File: src/rtl/depth_test_unit_pkg.sv
// ----------------------------------------------------------------------------
// gfx_pkg
// Shared definitions for the depth test unit:
//   SCREEN_W / SCREEN_H : frame geometry (pixel address = base + y*640 + x)
//   ZBUF_OFFSET         : Z buffer sits this many words above the colour buffer
//   fragment_t          : captured fragment {addr, color, depth}
//   dtu_state_t         : depth test FSM states
//   zbuf_addr()         : pixel address -> Z buffer address (26-bit wrap)
//   color_word()        : RGB -> memory word {8'h00, rgb}
// ----------------------------------------------------------------------------
package gfx_pkg;

    localparam int unsigned SCREEN_W = 640;
    localparam int unsigned SCREEN_H = 480;

    localparam logic [25:0] ZBUF_OFFSET = 26'h0100000;

    typedef struct packed {
        logic [25:0] addr;
        logic [23:0] color;
        logic [31:0] depth;
    } fragment_t;

    typedef enum logic [2:0] {
        IDLE,
        RD_Z,
        WAIT_Z,
        WR_Z,
        WR_C,
        DONE
    } dtu_state_t;

    // Sum is truncated to 26 bits, so addresses near the top wrap around.
    function automatic logic [25:0] zbuf_addr(input logic [25:0] pixel_addr);
        return pixel_addr + ZBUF_OFFSET;
    endfunction

    function automatic logic [31:0] color_word(input logic [23:0] color);
        return {8'h00, color};
    endfunction

endpackage

File: src/rtl/depth_test_unit_if.sv
// ----------------------------------------------------------------------------
// depth_test_unit_if
// Request/response bus to the shared frame/Z memory (waitrequest style).
//   mem_addr        : word address
//   mem_read        : read strobe
//   mem_write       : write strobe (never together with mem_read)
//   mem_wdata       : write data
//   mem_rdata       : read data
//   mem_waitrequest : request not taken; requester holds everything stable
//   mem_rdata_valid : mem_rdata valid this cycle
// Modports: master = requester (depth test unit), slave = memory.
// ----------------------------------------------------------------------------
interface depth_test_unit_if;

    logic [25:0] mem_addr;
    logic        mem_read;
    logic        mem_write;
    logic [31:0] mem_wdata;
    logic [31:0] mem_rdata;
    logic        mem_waitrequest;
    logic        mem_rdata_valid;

    modport master (
        output mem_addr,
        output mem_read,
        output mem_write,
        output mem_wdata,
        input  mem_rdata,
        input  mem_waitrequest,
        input  mem_rdata_valid
    );

    modport slave (
        input  mem_addr,
        input  mem_read,
        input  mem_write,
        input  mem_wdata,
        output mem_rdata,
        output mem_waitrequest,
        output mem_rdata_valid
    );

endinterface

File: src/rtl/depth_test_unit_mem_req.sv
// ----------------------------------------------------------------------------
// dtu_mem_req
// Request holding register for the memory bus. A new request is loaded when
// no request is outstanding or the outstanding one is being taken this cycle;
// while mem_waitrequest is high the outstanding request is frozen.
//   clock, reset        : clock, async active-high reset
//   load                : present req_* as the next request
//   req_addr/req_wdata  : next request address / write data
//   req_read/req_write  : next request strobes
//   mem_waitrequest     : memory has not taken the current request
//   mem_addr/mem_wdata  : registered request address / data
//   mem_read/mem_write  : registered request strobes
// ----------------------------------------------------------------------------
module dtu_mem_req (
    input  logic        clock,
    input  logic        reset,
    input  logic        load,
    input  logic [25:0] req_addr,
    input  logic [31:0] req_wdata,
    input  logic        req_read,
    input  logic        req_write,
    input  logic        mem_waitrequest,
    output logic [25:0] mem_addr,
    output logic [31:0] mem_wdata,
    output logic        mem_read,
    output logic        mem_write
);

    logic pending;

    assign pending = mem_read | mem_write;

    // Hold while the memory stalls us; otherwise take the next request or
    // drop the strobes. Address/data are left as-is when idle, since only
    // the strobes qualify them.
    always_ff @(posedge clock or posedge reset) begin
        if (reset) begin
            mem_addr  <= '0;
            mem_wdata <= '0;
            mem_read  <= 1'b0;
            mem_write <= 1'b0;
        end else if (pending && mem_waitrequest) begin
            mem_addr  <= mem_addr;
            mem_wdata <= mem_wdata;
            mem_read  <= mem_read;
            mem_write <= mem_write;
        end else if (load) begin
            mem_addr  <= req_addr;
            mem_wdata <= req_wdata;
            mem_read  <= req_read;
            mem_write <= req_write & ~req_read;
        end else begin
            mem_read  <= 1'b0;
            mem_write <= 1'b0;
        end
    end

endmodule

File: src/rtl/depth_test_unit.sv
// ----------------------------------------------------------------------------
// depth_test_unit
// Per-fragment Z test: reads the stored depth, and if the fragment is nearer
// writes the new depth and then the colour; otherwise drops the fragment.
// Optional feature macro: DEPTH_TEST_UNIT_ZTEST_EN
//   defined   : full read/compare/write-Z/write-colour sequence
//   undefined : every fragment goes straight to an unconditional colour write
// Ports:
//   clock, reset            : clock, async active-high reset
//   addr_in/color_in/depth_in, in_valid : fragment from upstream
//   done_in                 : upstream has sent its last fragment
//   stall_out               : fragment not accepted this cycle
//   done_out                : all fragments retired after done_in (sticky)
//   mem                     : memory bus (depth_test_unit_if.master)
// ----------------------------------------------------------------------------
module depth_test_unit
    import gfx_pkg::*;
(
    input  logic                      clock,
    input  logic                      reset,
    input  logic [25:0]               addr_in,
    input  logic [23:0]               color_in,
    input  logic [31:0]               depth_in,
    input  logic                      in_valid,
    input  logic                      done_in,
    output logic                      stall_out,
    output logic                      done_out,
    depth_test_unit_if.master         mem
);

    dtu_state_t  state;
    fragment_t   frag;
    logic        done_pending;

    logic        req_load;
    logic [25:0] req_addr;
    logic [31:0] req_wdata;
    logic        req_read;
    logic        req_write;

    // Upstream may only hand over a fragment while we sit in IDLE; reset is
    // folded in so the stall is visible even before the first clock edge.
    assign stall_out = reset | (state != IDLE);

`ifdef DEPTH_TEST_UNIT_ZTEST_EN
    logic nearer;

    // Strictly less: an equal depth loses to what is already in the buffer.
    assign nearer = frag.depth < mem.mem_rdata;
`else
    logic unused_ztest;

    assign unused_ztest = ^{frag.depth, mem.mem_rdata, mem.mem_rdata_valid};
`endif

    // Next memory request. Loads happen on the edge that leaves the previous
    // step, so each strobe appears in the same cycle as its FSM state.
    always_comb begin
        req_load  = 1'b0;
        req_addr  = '0;
        req_wdata = '0;
        req_read  = 1'b0;
        req_write = 1'b0;
        case (state)
            IDLE: begin
                if (in_valid) begin
                    req_load = 1'b1;
`ifdef DEPTH_TEST_UNIT_ZTEST_EN
                    req_addr = zbuf_addr(addr_in);
                    req_read = 1'b1;
`else
                    req_addr  = addr_in;
                    req_wdata = color_word(color_in);
                    req_write = 1'b1;
`endif
                end
            end
`ifdef DEPTH_TEST_UNIT_ZTEST_EN
            WAIT_Z: begin
                if (mem.mem_rdata_valid && nearer) begin
                    req_load  = 1'b1;
                    req_addr  = zbuf_addr(frag.addr);
                    req_wdata = frag.depth;
                    req_write = 1'b1;
                end
            end
            WR_Z: begin
                if (!mem.mem_waitrequest) begin
                    req_load  = 1'b1;
                    req_addr  = frag.addr;
                    req_wdata = color_word(frag.color);
                    req_write = 1'b1;
                end
            end
`endif
            default: begin
            end
        endcase
    end

    // Main FSM. A fragment accepted together with done_in sets done_pending,
    // so DONE is entered only once that fragment has been written or dropped.
    always_ff @(posedge clock or posedge reset) begin
        if (reset) begin
            state        <= IDLE;
            frag         <= '0;
            done_pending <= 1'b0;
            done_out     <= 1'b0;
        end else begin
            case (state)
                IDLE: begin
                    if (in_valid) begin
                        frag         <= '{addr: addr_in, color: color_in, depth: depth_in};
                        done_pending <= done_in;
`ifdef DEPTH_TEST_UNIT_ZTEST_EN
                        state        <= RD_Z;
`else
                        state        <= WR_C;
`endif
                    end else if (done_in) begin
                        state    <= DONE;
                        done_out <= 1'b1;
                    end
                end
`ifdef DEPTH_TEST_UNIT_ZTEST_EN
                RD_Z: begin
                    if (!mem.mem_waitrequest) begin
                        state <= WAIT_Z;
                    end
                end
                WAIT_Z: begin
                    if (mem.mem_rdata_valid) begin
                        if (nearer) begin
                            state <= WR_Z;
                        end else begin
                            state        <= done_pending ? DONE : IDLE;
                            done_out     <= done_pending;
                            done_pending <= 1'b0;
                        end
                    end
                end
                WR_Z: begin
                    if (!mem.mem_waitrequest) begin
                        state <= WR_C;
                    end
                end
`endif
                WR_C: begin
                    if (!mem.mem_waitrequest) begin
                        state        <= done_pending ? DONE : IDLE;
                        done_out     <= done_pending;
                        done_pending <= 1'b0;
                    end
                end
                DONE: begin
                    if (!done_in) begin
                        state    <= IDLE;
                        done_out <= 1'b0;
                    end
                end
                default: begin
                    state <= IDLE;
                end
            endcase
        end
    end

    dtu_mem_req u_mem_req (
        .clock           (clock),
        .reset           (reset),
        .load            (req_load),
        .req_addr        (req_addr),
        .req_wdata       (req_wdata),
        .req_read        (req_read),
        .req_write       (req_write),
        .mem_waitrequest (mem.mem_waitrequest),
        .mem_addr        (mem.mem_addr),
        .mem_wdata       (mem.mem_wdata),
        .mem_read        (mem.mem_read),
        .mem_write       (mem.mem_write)
    );

endmodule

File: src/flat_wrapper.sv
// flat-port wrapper written by rule: the top's interface ports become plain ports
module depth_test_unit_flat import gfx_pkg::*;
  (clock, reset, addr_in, color_in, depth_in, in_valid, done_in, stall_out, done_out, mem_mem_addr, mem_mem_read, mem_mem_write, mem_mem_wdata, mem_mem_rdata, mem_mem_waitrequest, mem_mem_rdata_valid);
  depth_test_unit_if mem_i ();
  input  logic clock;
  input  logic reset;
  input  logic [25:0] addr_in;
  input  logic [23:0] color_in;
  input  logic [31:0] depth_in;
  input  logic in_valid;
  input  logic done_in;
  output logic stall_out;
  output logic done_out;
  output wire logic [$bits(mem_i.mem_addr)-1:0] mem_mem_addr;
  output wire logic [$bits(mem_i.mem_read)-1:0] mem_mem_read;
  output wire logic [$bits(mem_i.mem_write)-1:0] mem_mem_write;
  output wire logic [$bits(mem_i.mem_wdata)-1:0] mem_mem_wdata;
  input wire logic [$bits(mem_i.mem_rdata)-1:0] mem_mem_rdata;
  input wire logic [$bits(mem_i.mem_waitrequest)-1:0] mem_mem_waitrequest;
  input wire logic [$bits(mem_i.mem_rdata_valid)-1:0] mem_mem_rdata_valid;
  assign mem_mem_addr = mem_i.mem_addr;
  assign mem_mem_read = mem_i.mem_read;
  assign mem_mem_write = mem_i.mem_write;
  assign mem_mem_wdata = mem_i.mem_wdata;
  assign mem_i.mem_rdata = mem_mem_rdata;
  assign mem_i.mem_waitrequest = mem_mem_waitrequest;
  assign mem_i.mem_rdata_valid = mem_mem_rdata_valid;
  depth_test_unit u_core (.clock(clock), .reset(reset), .addr_in(addr_in), .color_in(color_in), .depth_in(depth_in), .in_valid(in_valid), .done_in(done_in), .stall_out(stall_out), .done_out(done_out), .mem(mem_i));
endmodule
File: config.mk
export PLATFORM = sky130hd
export DESIGN_NAME = depth_test_unit_flat
export DESIGN_NICKNAME = d
export VERILOG_FILES = /design/src/rtl/depth_test_unit_pkg.sv /design/src/rtl/depth_test_unit_if.sv /design/src/rtl/depth_test_unit_mem_req.sv /design/src/rtl/depth_test_unit.sv /design/src/flat_wrapper.sv
export SDC_FILE = /design/constraint.sdc
export NUM_CORES = 1
export LEC_CHECK = 0
export BUFFER_PORTS_ARGS = -buffer_cell sky130_fd_sc_hd__buf_2
export CORE_MARGIN = 1
export CORE_UTILIZATION = 43
export DETAILED_ROUTE_END_ITERATION = 12
export GPL_ROUTABILITY_DRIVEN = 0
export GPL_TIMING_DRIVEN = 0
export PLACE_DENSITY = 0.87
export SKIP_CTS_REPAIR_TIMING = 1
export SLEW_MARGIN = 30
export SYNTH_ARGS = -nofsm -noshare
export SYNTH_HDL_FRONTEND = slang
export SYNTH_SLANG_ARGS = --single-unit
File: constraint.sdc
create_clock -name clock -period 4.3 [get_ports clock]
set_input_delay 0.43 -clock clock [delete_from_list [all_inputs] [get_ports clock]]
set_output_delay 0.43 -clock clock [all_outputs]
set_load 0.03 [all_outputs]
==> results.md, run 1 <==
* Area of the multi-input gates at about 930 µm²
* FF-to-FF setup slack at 2880 ps
* Async SR Flop Fraction at between 90% and 100%
* Initial antenna violation count at 0
* Clk slew on worst S/H paths at 90 ps
* Final setup fails at 0
* Critical Path Source Type: flip-flop
* Routed WL per cell at ~14 µm
* Post-synth top area share at 56.5%
* Die extent in y at 77.3 µm
* CP arrival at 1220 ps
* Synth Register Bits at 55
* Max incr delay on CP at 470 ps
* Pin count of the biggest net entering global routing at 34
* Worst hold-check path type: in -> async
* Area contributors post-synth: dfrtp_1 57%, mux2_4 31%, buf_4 2.8%
* Total of warnings raised by yosys at 0
* Drt pass-1 iters at 4
* CP max stage cell: dfrtp_1
* Clock Latency Late Sink at 290 ps
* Synth cell count leaders: 55 x dfrtp_1, 50 x mux2_4, 9 x buf_4
* Max Cap Viol at 0
* Gr ovfl total at 0
* Detailed Route Iter0 Violations at 27
* Setup_tns at 0 ps
* Drt via density at 4.64
* CTS tree: built
* Final HPWL from detailed placement at about 3.6 mm
* Fin crit share at 38.4%
* Number of antenna diodes at 0
* First-pass GRT wire length at around 7.6 mm
* Overall fraction of global-route tracks in use at 16.1%
* Final Net Count at 391
* Seq/Total Area, Yosys at 56.5%
* Synth unique cells at 21
* ANT nets after route at 0
* Die width at 77.3 µm
* Post-synthesis cell area at 2430 µm²
* Syn Inst Count at 148
* CP required at ~3900 ps
* Initial Util at between 40 and 50%
* Fill cells at 446
* Vias at 1591
* Core area at 5470 µm²
* Cell Pwr Density at 864 nW/µm²
* Fmax at 606 MHz
* I/O Pins at 182
* Post-Syn Area per Cell at 16.5 µm²
* Worst Hold Slack at about 86 ps
* DRC viols at 0
* Hold Vio Cnt, Final at 0
* Htree depth at 2
* Most used DFF post-synth: dfrtp_1
* Status: completed
* Max Slew Vio Count at 0
* Area growth syn-to-layout at 32.2%
* LEAKAGE at 1.78 nW
* Row count at 27
* R2R depth at 4
* Clock buffer count from CTS at 5
* Critical Path Fanout Max at 6
* Worst-path cell chain: nor2_4, nand2_1, buf_2
* Period minus WS final at 1650 ps
* Total power at about 2.8 mW
* Dominant cell type by area after synthesis: dfrtp_1
* Clk buf depth at 2
* Post-synth EDFFs at 0
* WS Path Type: reg -> out
* Clock sink count at 55
* Total Wirelength at 4.65 mm
* Crit end category: output pin
* I/O Buffers at 107
* Reg area at 1380 µm²
* Max IR drop VDD at between 400 and 500 µV
* Die ar. at 5970 µm²
* RSZ-0062 raised after global routing: false
* Top-count cell post-synth: dfrtp_1
* Proportion of layout cells with a drive suffix above 1 at 68.3%
* Worst Skew at 3.64 ps
* Clk root buf: clkbuf_8
* Vias in the first global route at 1597
## critical path: cells and delay by family (launching register included)
family	cells	cell delay, ps
buffers and inverters	1	190
AND/OR/NAND/NOR	2	270
flip-flops	1	470
## cells in the final DEF, fill, tap and decap left out, types with 2 or more instances in the layout
cell | netlist | final
mux2_4 | 50 | 50
buf_4 | 9 | 9
buf_6 | 6 | 6
nand2_1 | 6 | 6
inv_1 | 5 | 4
nand3b_1 | 2 | 2
buf_2 | 0 | 107
dfrtp_1 | 55 | 55
conb_1 | 1 | 9
clkbuf_8 | 0 | 5
a21oi_1 | 2 | 2
## metrics by stage
stage	cell area [µm²]	std cells	utilization, %	setup slack, ps
3_5_place_dp	3110	336	56.9	2770
4_1_cts	3220	343	58.8	2630
2_1_floorplan	2460	156	-	1750
3_3_place_gp	3090	335	56.5	1470
6_report	3220	343	58.8	2650
5_1_grt	3220	343	58.8	2540
## flip-flops by register name, indices dropped and copies added, names as in the netlist
| register | flops |
|---|---|
| u_core.done_out | 1 |
| u_core.u_mem_req.mem_wdata | 24 |
| u_core.u_mem_req.mem_addr | 26 |
| u_core.u_mem_req.mem_write | 1 |
| u_core.state | 2 |
| u_core.done_pending | 1 |
## area by class of cell
cell class | instances | area share (%)
plain buffers | 15 | 4.20
clock buffers | 5 | 2.14
clock inverters | 2 | 1.17
inverters | 5 | 0.661
multi-input cells | 81 | 29.0
flip-flops and latches | 55 | 42.8
well taps | 72 | 2.80
repair buffers | 108 | 17.3
## cells by family after synthesis
kind of cell,Yosys count,synth area share [%]
simple gates,13,3.49
buf+inv,20,6.32
flops,55,56.5
compound gates,9,2.67
mux,50,30.8
other cells,1,0.154
## where the power goes
group          leakage, nW  total, mW  internal [mW]  switching, mW
logic                 1.08       1.51          0.668          0.845
registers            0.654      0.942          0.783          0.159
clock network       0.0502      0.327          0.170          0.157
## layer usage
layer | global-route usage [%] | vias to the layer above | share of wire, % | routed length, µm
li1 | - | 736 | - | -
met1 | 20.9 | 778 | 44 | 2050
met2 | 27.4 | 71 | 50 | 2310
met3 | 2.86 | 6 | 5.3 | 247
met4 | 4.53 | 0 | 0.99 | 46
met5 | 0 | - | 0 | 0
## final timing paths
check                                                            end                                 startpoint
min reg2reg                u_core.u_mem_req.mem_addr[19]$_DFFE_PP0P_  u_core.u_mem_req.mem_addr[19]$_DFFE_PP0P_
min in group clock         u_core.u_mem_req.mem_wdata[5]$_DFFE_PP0P_                                color_in[5]
max reg2reg                u_core.u_mem_req.mem_addr[12]$_DFFE_PP0P_                u_core.state[2]$_DFFE_PP0P_
max in group asynchronous  u_core.u_mem_req.mem_addr[22]$_DFFE_PP0P_                                      reset
max                                                        stall_out                u_core.state[2]$_DFFE_PP0P_
min                        u_core.u_mem_req.mem_addr[14]$_DFFE_PP0P_                                      reset
Power figures use the tool's default switching activity.
==> inputs of run 2 (changes only) <==
--- a/config.mk
+++ b/config.mk
@@ -7,11 +7,11 @@
 export LEC_CHECK = 0
 export BUFFER_PORTS_ARGS = -buffer_cell sky130_fd_sc_hd__buf_2
 export CORE_MARGIN = 1
-export CORE_UTILIZATION = 43
+export CORE_UTILIZATION = 36
 export DETAILED_ROUTE_END_ITERATION = 12
 export GPL_ROUTABILITY_DRIVEN = 0
 export GPL_TIMING_DRIVEN = 0
-export PLACE_DENSITY = 0.87
+export PLACE_DENSITY = 0.78
 export SKIP_CTS_REPAIR_TIMING = 1
 export SLEW_MARGIN = 30
 export SYNTH_ARGS = -nofsm -noshare
==> constraint.sdc (replaced) <==
create_clock -name clock -period 1.4 [get_ports clock]
set_input_delay 0.14 -clock clock [delete_from_list [all_inputs] [get_ports clock]]
set_output_delay 0.14 -clock clock [all_outputs]
set_load 0.03 [all_outputs]
==> results.md, run 2 (synthesized netlist as in run 1, its figures left out) <==
* LEAKAGE at 1.82 nW (+2.3%)
* Clock buffer count from CTS at 5 (unchanged)
* Critical Path Source Type: flip-flop
* Clk root buf: clkbuf_8
* Setup slack after layout at -61.5 ps (-2710 ps)
* ANT nets after route at 0 (unchanged)
* Biggest regs: u_core.u_mem_req.mem_addr (26), u_core.u_mem_req.mem_wdata (24), u_core.state (2)
* Pin count of the biggest net entering global routing at 25 (-26%)
* Gr ovfl total at 0 (unchanged)
* DRC viols at 15 (+15)
* Number of antenna diodes at 0 (unchanged)
* Fill cells at 561 (+26%)
* Largest register FFs at 26 (unchanged)
* Period minus WS final at 1460 ps
* Internal Power at 4.91 mW (+200%)
* Hold Path Stages at 2
* Initial Util at 37.9% (-6.6 points)
* WP buf/inv at 2 (+1)
* Final HPWL from detailed placement at 3.51 mm (-1.4%)
* Final setup fails at 51 (+51)
* Most frequent CP cell: buf_6
* Die extent in y at 84.2 µm (+9.0%)
* Fmax at about 680 MHz
* I/O Pins at 182 (unchanged)
* First-pass GRT wire length at 7.65 mm (+0.55%)
* Fin crit share at 104%
* Commonest non-fill, non-tap cell in the layout: buf_2
* Reg2reg start: u_core.state[0]$_DFFE_PP0P_
* Comb pwr share at 56.4% (+2.0 points)
* Slew Limit Headroom at 57.2%
* Least-Margin Pin Slew at 640 ps
* I/O Buffers at 107 (unchanged)
* Hold Vio Cnt, Final at 0 (unchanged)
* CP arrival at 1640 ps (+420 ps)
* Setup_tns at -2170 ps (-2170 ps)
* Max IR drop VDD at 938 µV (+110%)
* Max Slew Vio Count at 0 (unchanged)
* Worst hold-check path type: in -> reg
* Worst-path cell chain: buf_6, nor2_4, nand3_4, buf_6, mux2_4
* Drt via density at 4.48 (-3.3%)
* CP max stage cell: dfrtp_1
* Net Sw Power at 3.58 mW (+210%)
* Die width at 84.2 µm (+9.0%)
* Clk pwr share at 9.7% (-2.1 points)
* R2R depth at 5 (+1)
* WS Path Type: reg -> reg
* Vias at 1592 (+0.063%)
* Crit end category: flip-flop
* Vias in the first global route at 1587 (-0.63%)
* Clk buf depth at 2 (unchanged)
* CP required at 1580 ps (-2290 ps)
* Detailed Route Iter0 Violations at 41 (+52%)
* Hold path start: addr_in[11]
* Max Cap Viol at 0 (unchanged)
* Drt pass-1 iters at 8 (+4)
* Worst Skew at 6.88 ps (+3.24 ps)
* Proportion of layout cells with a drive suffix above 1 at 68.3% (+0.080 points)
* Worst Hold End: u_core.u_mem_req.mem_addr[11]$_DFFE_PP0P_
* Htree depth at 2 (unchanged)
* Initial antenna violation count at 0 (unchanged)
* Overall fraction of global-route tracks in use at 13.8% (-2.3 points)
* Routed WL per cell at 13.5 µm (-0.64%)
* Sequential share of power at 33.8% (about the same)
* Largest reg by FF count: u_core.u_mem_req.mem_addr
* Critical Path Fanout Max at 10 (+4)
* Total Wirelength at 4.79 mm (+2.8%)
* Cell Pwr Density at 2570 nW/µm² (+200%)
* RSZ-0062 raised after global routing: true
* Clk slew on worst S/H paths at 90 ps (about the same)
* Area growth syn-to-layout at 35.8%
* RR Endpoint: u_core.u_mem_req.mem_addr[13]$_DFFE_PP0P_
* DP Worst Slack at -72.1 ps (-2840 ps)
* FF-to-FF setup slack at -60 ps (-2940 ps)
* Final Net Count at 397 (+1.5%)
* Row count at 29 (+7.4%)
* Most frequent cells in the layout: 106 x buf_2, 54 x dfrtp_1, 50 x mux2_4
* Clock Latency Late Sink at 300 ps (about the same)
* Sw frac at 42.2% (+0.43 points)
* Die ar. at 7100 µm² (+19%)
* Core area at 6420 µm² (+17%)
* Max incr delay on CP at 380 ps (-90 ps)
* Cell family with most CP delay: flip-flops
* CTS tree: built
* Failing checks: DRC, setup timing
* Clock sink count at 55 (unchanged)
* Status: finished with violations
## run 2: final cells by class
type                    instances  area, µm²  share of cell area [%]
plain buffers                  15        143                    4.31
clock buffers                   7       76.3                    2.31
clock inverters                 1       5.00                   0.151
inverters                       5       22.5                   0.681
multi-input cells              81        942                    28.5
flip-flops and latches         55       1380                    41.7
well taps                      77       96.3                    2.91
repair buffers                114        643                    19.5
## run 2: metrics by stage
stage                     cell area, µm²  utilization, %  std cells  power, mW  hold slack [ps]
after floorplan                     2480               -        156       6.41              230
after global placement              3110            48.4        340       7.48              370
after detailed placement            3160            49.3        342       7.60              167
after CTS                           3240            50.5        350       8.47             -167
after global routing                3310            51.5        355       8.98             44.3
final                               3310            51.5        355       8.49             64.1
## run 2: worst max-delay path by stage
stage	start	endpoint	slack (ps)	depth (start not counted)
after floorplan	reset	stall_out	10	2
after global placement	reset	stall_out	-460	4
final	u_core.state[0]$_DFFE_PP0P_	u_core.u_mem_req.mem_addr[13]$_DFFE_PP0P_	-60	5
after CTS	u_core.state[2]$_DFFE_PP0P_	u_core.u_mem_req.mem_addr[13]$_DFFE_PP0P_	-110	4
after detailed placement	u_core.state[2]$_DFFE_PP0P_	u_core.u_mem_req.mem_addr[13]$_DFFE_PP0P_	-70	4
after global routing	u_core.state[0]$_DFFE_PP0P_	u_core.u_mem_req.mem_wdata[18]$_DFFE_PP0P_	-100	5
## run 2: power groups by stage
| stage | logic [mW] | clock network [mW] | registers [mW] |
|---|---|---|---|
| finish | 4.79 | 0.826 | 2.87 |
| detailed placement | 4.72 | 0 | 2.88 |
| global placement | 4.64 | 0 | 2.84 |
| floorplan | 2.00 | 0 | 4.41 |
| global route | 5.06 | 0.942 | 2.98 |
| CTS | 4.74 | 0.861 | 2.87 |
## run 2: per-layer routing
| metal | track usage, % | wire, µm | vias to the layer above | part of all wire, % |
|---|---|---|---|---|
| met2 | 23.3 | 2430 | 67 | 51 |
| met3 | 3.44 | 285 | 4 | 6.0 |
| met1 | 17.8 | 2040 | 773 | 43 |
| li1 | - | - | 748 | - |
| met4 | 3.76 | 34 | 0 | 0.71 |
| met5 | 0 | 0 | - | 0 |
==> inputs of run 3 (changes only) <==
==> constraint.sdc (replaced) <==
create_clock -name clock -period 1.4 [get_ports clock]
set_input_delay 0.14 -clock clock [delete_from_list [all_inputs] [get_ports clock]]
set_output_delay 0.14 -clock clock [all_outputs]
set_load 0.01 [all_outputs]
==> results.md, run 3 (synthesized netlist as in run 1, its figures left out) <==
* LEAKAGE at 1.79 nW (-1.8%)
* Number of antenna diodes at 0 (unchanged)
* Max incr delay on CP at 390 ps (about the same)
* Routed WL per cell at 13.5 µm (+0.16%)
* Clock Latency Late Sink at 300 ps (about the same)
* Largest register FFs at 26 (unchanged)
* Largest reg by FF count: u_core.u_mem_req.mem_addr
* FF-to-FF setup slack at -20 ps (+40 ps)
* Worst hold-check path type: in -> reg
* Clk root buf: clkbuf_8
* Gr ovfl total at 0 (unchanged)
* First-pass GRT wire length at 7.67 mm (+0.35%)
* Least-Margin Pin Slew at 664 ps (+24.2 ps)
* ANT nets after route at 0 (unchanged)
* Clock sink count at 55 (unchanged)
* CTS tree: built
* Initial Util at 37.9% (unchanged)
* Proportion of layout cells with a drive suffix above 1 at 67.9% (-0.48 points)
* Vias at 1588 (-0.25%)
* WS Path Type: reg -> reg
* CP required at 1580 ps (about the same)
* Failing checks: DRC, setup timing
* Final Net Count at 396 (-0.25%)
* RSZ-0062 raised after global routing: true
* Die width at 84.2 µm (unchanged)
* Critical Path Source Type: flip-flop
* Commonest non-fill, non-tap cell in the layout: buf_2
* Final core occ at 50.8% (-0.68 points)
* Row count at 29 (unchanged)
* Initial antenna violation count at 0 (unchanged)
* Clk slew on worst S/H paths at 100 ps (about the same)
* Core area at 6420 µm² (unchanged)
* Most frequent cells in the layout: 107 x buf_2, 54 x dfrtp_1, 50 x mux2_4
* Status: finished with violations
* CP max stage cell: dfrtp_1
* Fin crit share at 102% (-2.8 points)
* Setup slack after layout at -22.1 ps (+39.4 ps)
* Htree depth at 2 (unchanged)
* Most frequent CP cell: buf_6
* Slew Limit Headroom at 55.6% (-1.6 points)
* Clock buffer count from CTS at 5 (unchanged)
* Period minus WS final at 1420 ps (-39.4 ps)
* Detailed Route Iter0 Violations at 38 (-7.3%)
* Hold Vio Cnt, Final at 0 (unchanged)
* Fmax at 703 MHz (+2.8%)
* Crit end category: flip-flop
* Total Wirelength at 4.78 mm (-0.13%)
* Cell Pwr Density at 2190 nW/µm² (-15%)
* Final HPWL from detailed placement at 3.47 mm (-1.1%)
* DP Worst Slack at -177 ps (-105 ps)
* I/O Pins at 182 (unchanged)
* CP arrival at 1610 ps (-30 ps)
* Pin count of the biggest net entering global routing at 30 (+20%)
* Max IR drop VDD at 945 µV (+0.83%)
* Worst-path cell chain: buf_6, nor2_4, nand3_4, buf_6, mux2_4
* Clk buf depth at 2 (unchanged)
* Vias in the first global route at 1596 (+0.57%)
* Die ar. at 7100 µm² (unchanged)
* Final setup fails at 45 (-12%)
* Critical Path Fanout Max at 10 (unchanged)
* Overall fraction of global-route tracks in use at 13.7% (-0.14 points)
* Area growth syn-to-layout at 34.0%
* I/O Buffers at 107 (unchanged)
* Drt via density at 4.49 (about the same)
* Max Cap Viol at 0 (unchanged)
* Die extent in y at 84.2 µm (unchanged)
* Drt pass-1 iters at 8 (unchanged)
* Max Slew Vio Count at 0 (unchanged)
* Fill cells at 564 (+0.53%)
* Worst Skew at 11.0 ps (+4.11 ps)
* Biggest regs: u_core.u_mem_req.mem_addr (26), u_core.u_mem_req.mem_wdata (24), u_core.state (2)
* DRC viols at 14 (-1)
[run 3: final cells by class]
cell class / instances / area, µm² / area share (%)
buffer: 15 / 135 / 4.14
clock buffer: 6 / 72.6 / 2.22
clock inverter: 2 / 12.5 / 0.384
inverter: 5 / 22.5 / 0.690
multi-input combinational: 81 / 935 / 28.7
sequential: 55 / 1380 / 42.2
tap: 77 / 96.3 / 2.95
timing repair buffer: 112 / 606 / 18.6
timing repair inverter: 1 / 5.00 / 0.153
[run 3: final timing paths]
kind / cells after the start / from / end
worst max-delay path: 5 / u_core.state[0]$_DFFE_PP0P_ / u_core.u_mem_req.mem_wdata[4]$_DFFE_PP0P_
worst min-delay path: 2 / addr_in[20] / u_core.u_mem_req.mem_addr[20]$_DFFE_PP0P_
worst max register to register: 5 / u_core.state[0]$_DFFE_PP0P_ / u_core.u_mem_req.mem_wdata[4]$_DFFE_PP0P_
worst min register to register: 1 / u_core.u_mem_req.mem_wdata[1]$_DFFE_PP0P_ / u_core.u_mem_req.mem_wdata[1]$_DFFE_PP0P_
max in group asynchronous: 3 / reset / u_core.u_mem_req.mem_wdata[21]$_DFFE_PP0P_
min in group asynchronous: 3 / reset / u_core.u_mem_req.mem_addr[5]$_DFFE_PP0P_
[run 3: per-layer routing]
metal,up-vias,global-route usage [%],part of all wire (%)
met5,-,0,0
met1,760,17.5,44
met2,73,22.6,48
met4,0,5.17,1.4
met3,8,3.24,7.3
li1,747,-,-
[run 3: worst max-delay path, delay by kind of cell, from the launching register on]
family,cells,cell delay [ps]
flops,1,390
mux,1,300
simple gates,2,270
buf+inv,2,330
[run 3: where the power goes]
part	switching [mW]	internal, mW
sequential	0.463	2.41
combinational	1.37	2.05
clock	0.488	0.351
[run 3: through the flow]
step / power (mW) / setup TNS, ps / cell area [µm²] / instances / hold slack, ps
5_1_grt: 7.61 / -2920 / 3260 / 354 / 42.0
4_1_cts: 7.22 / -1760 / 3210 / 349 / -74.9
3_5_place_dp: 6.33 / -403 / 3120 / 341 / 264
2_1_floorplan: 5.18 / 0 / 2470 / 156 / 218
3_3_place_gp: 6.22 / -409 / 3100 / 340 / 370
6_report: 7.13 / -436 / 3260 / 354 / 63.0
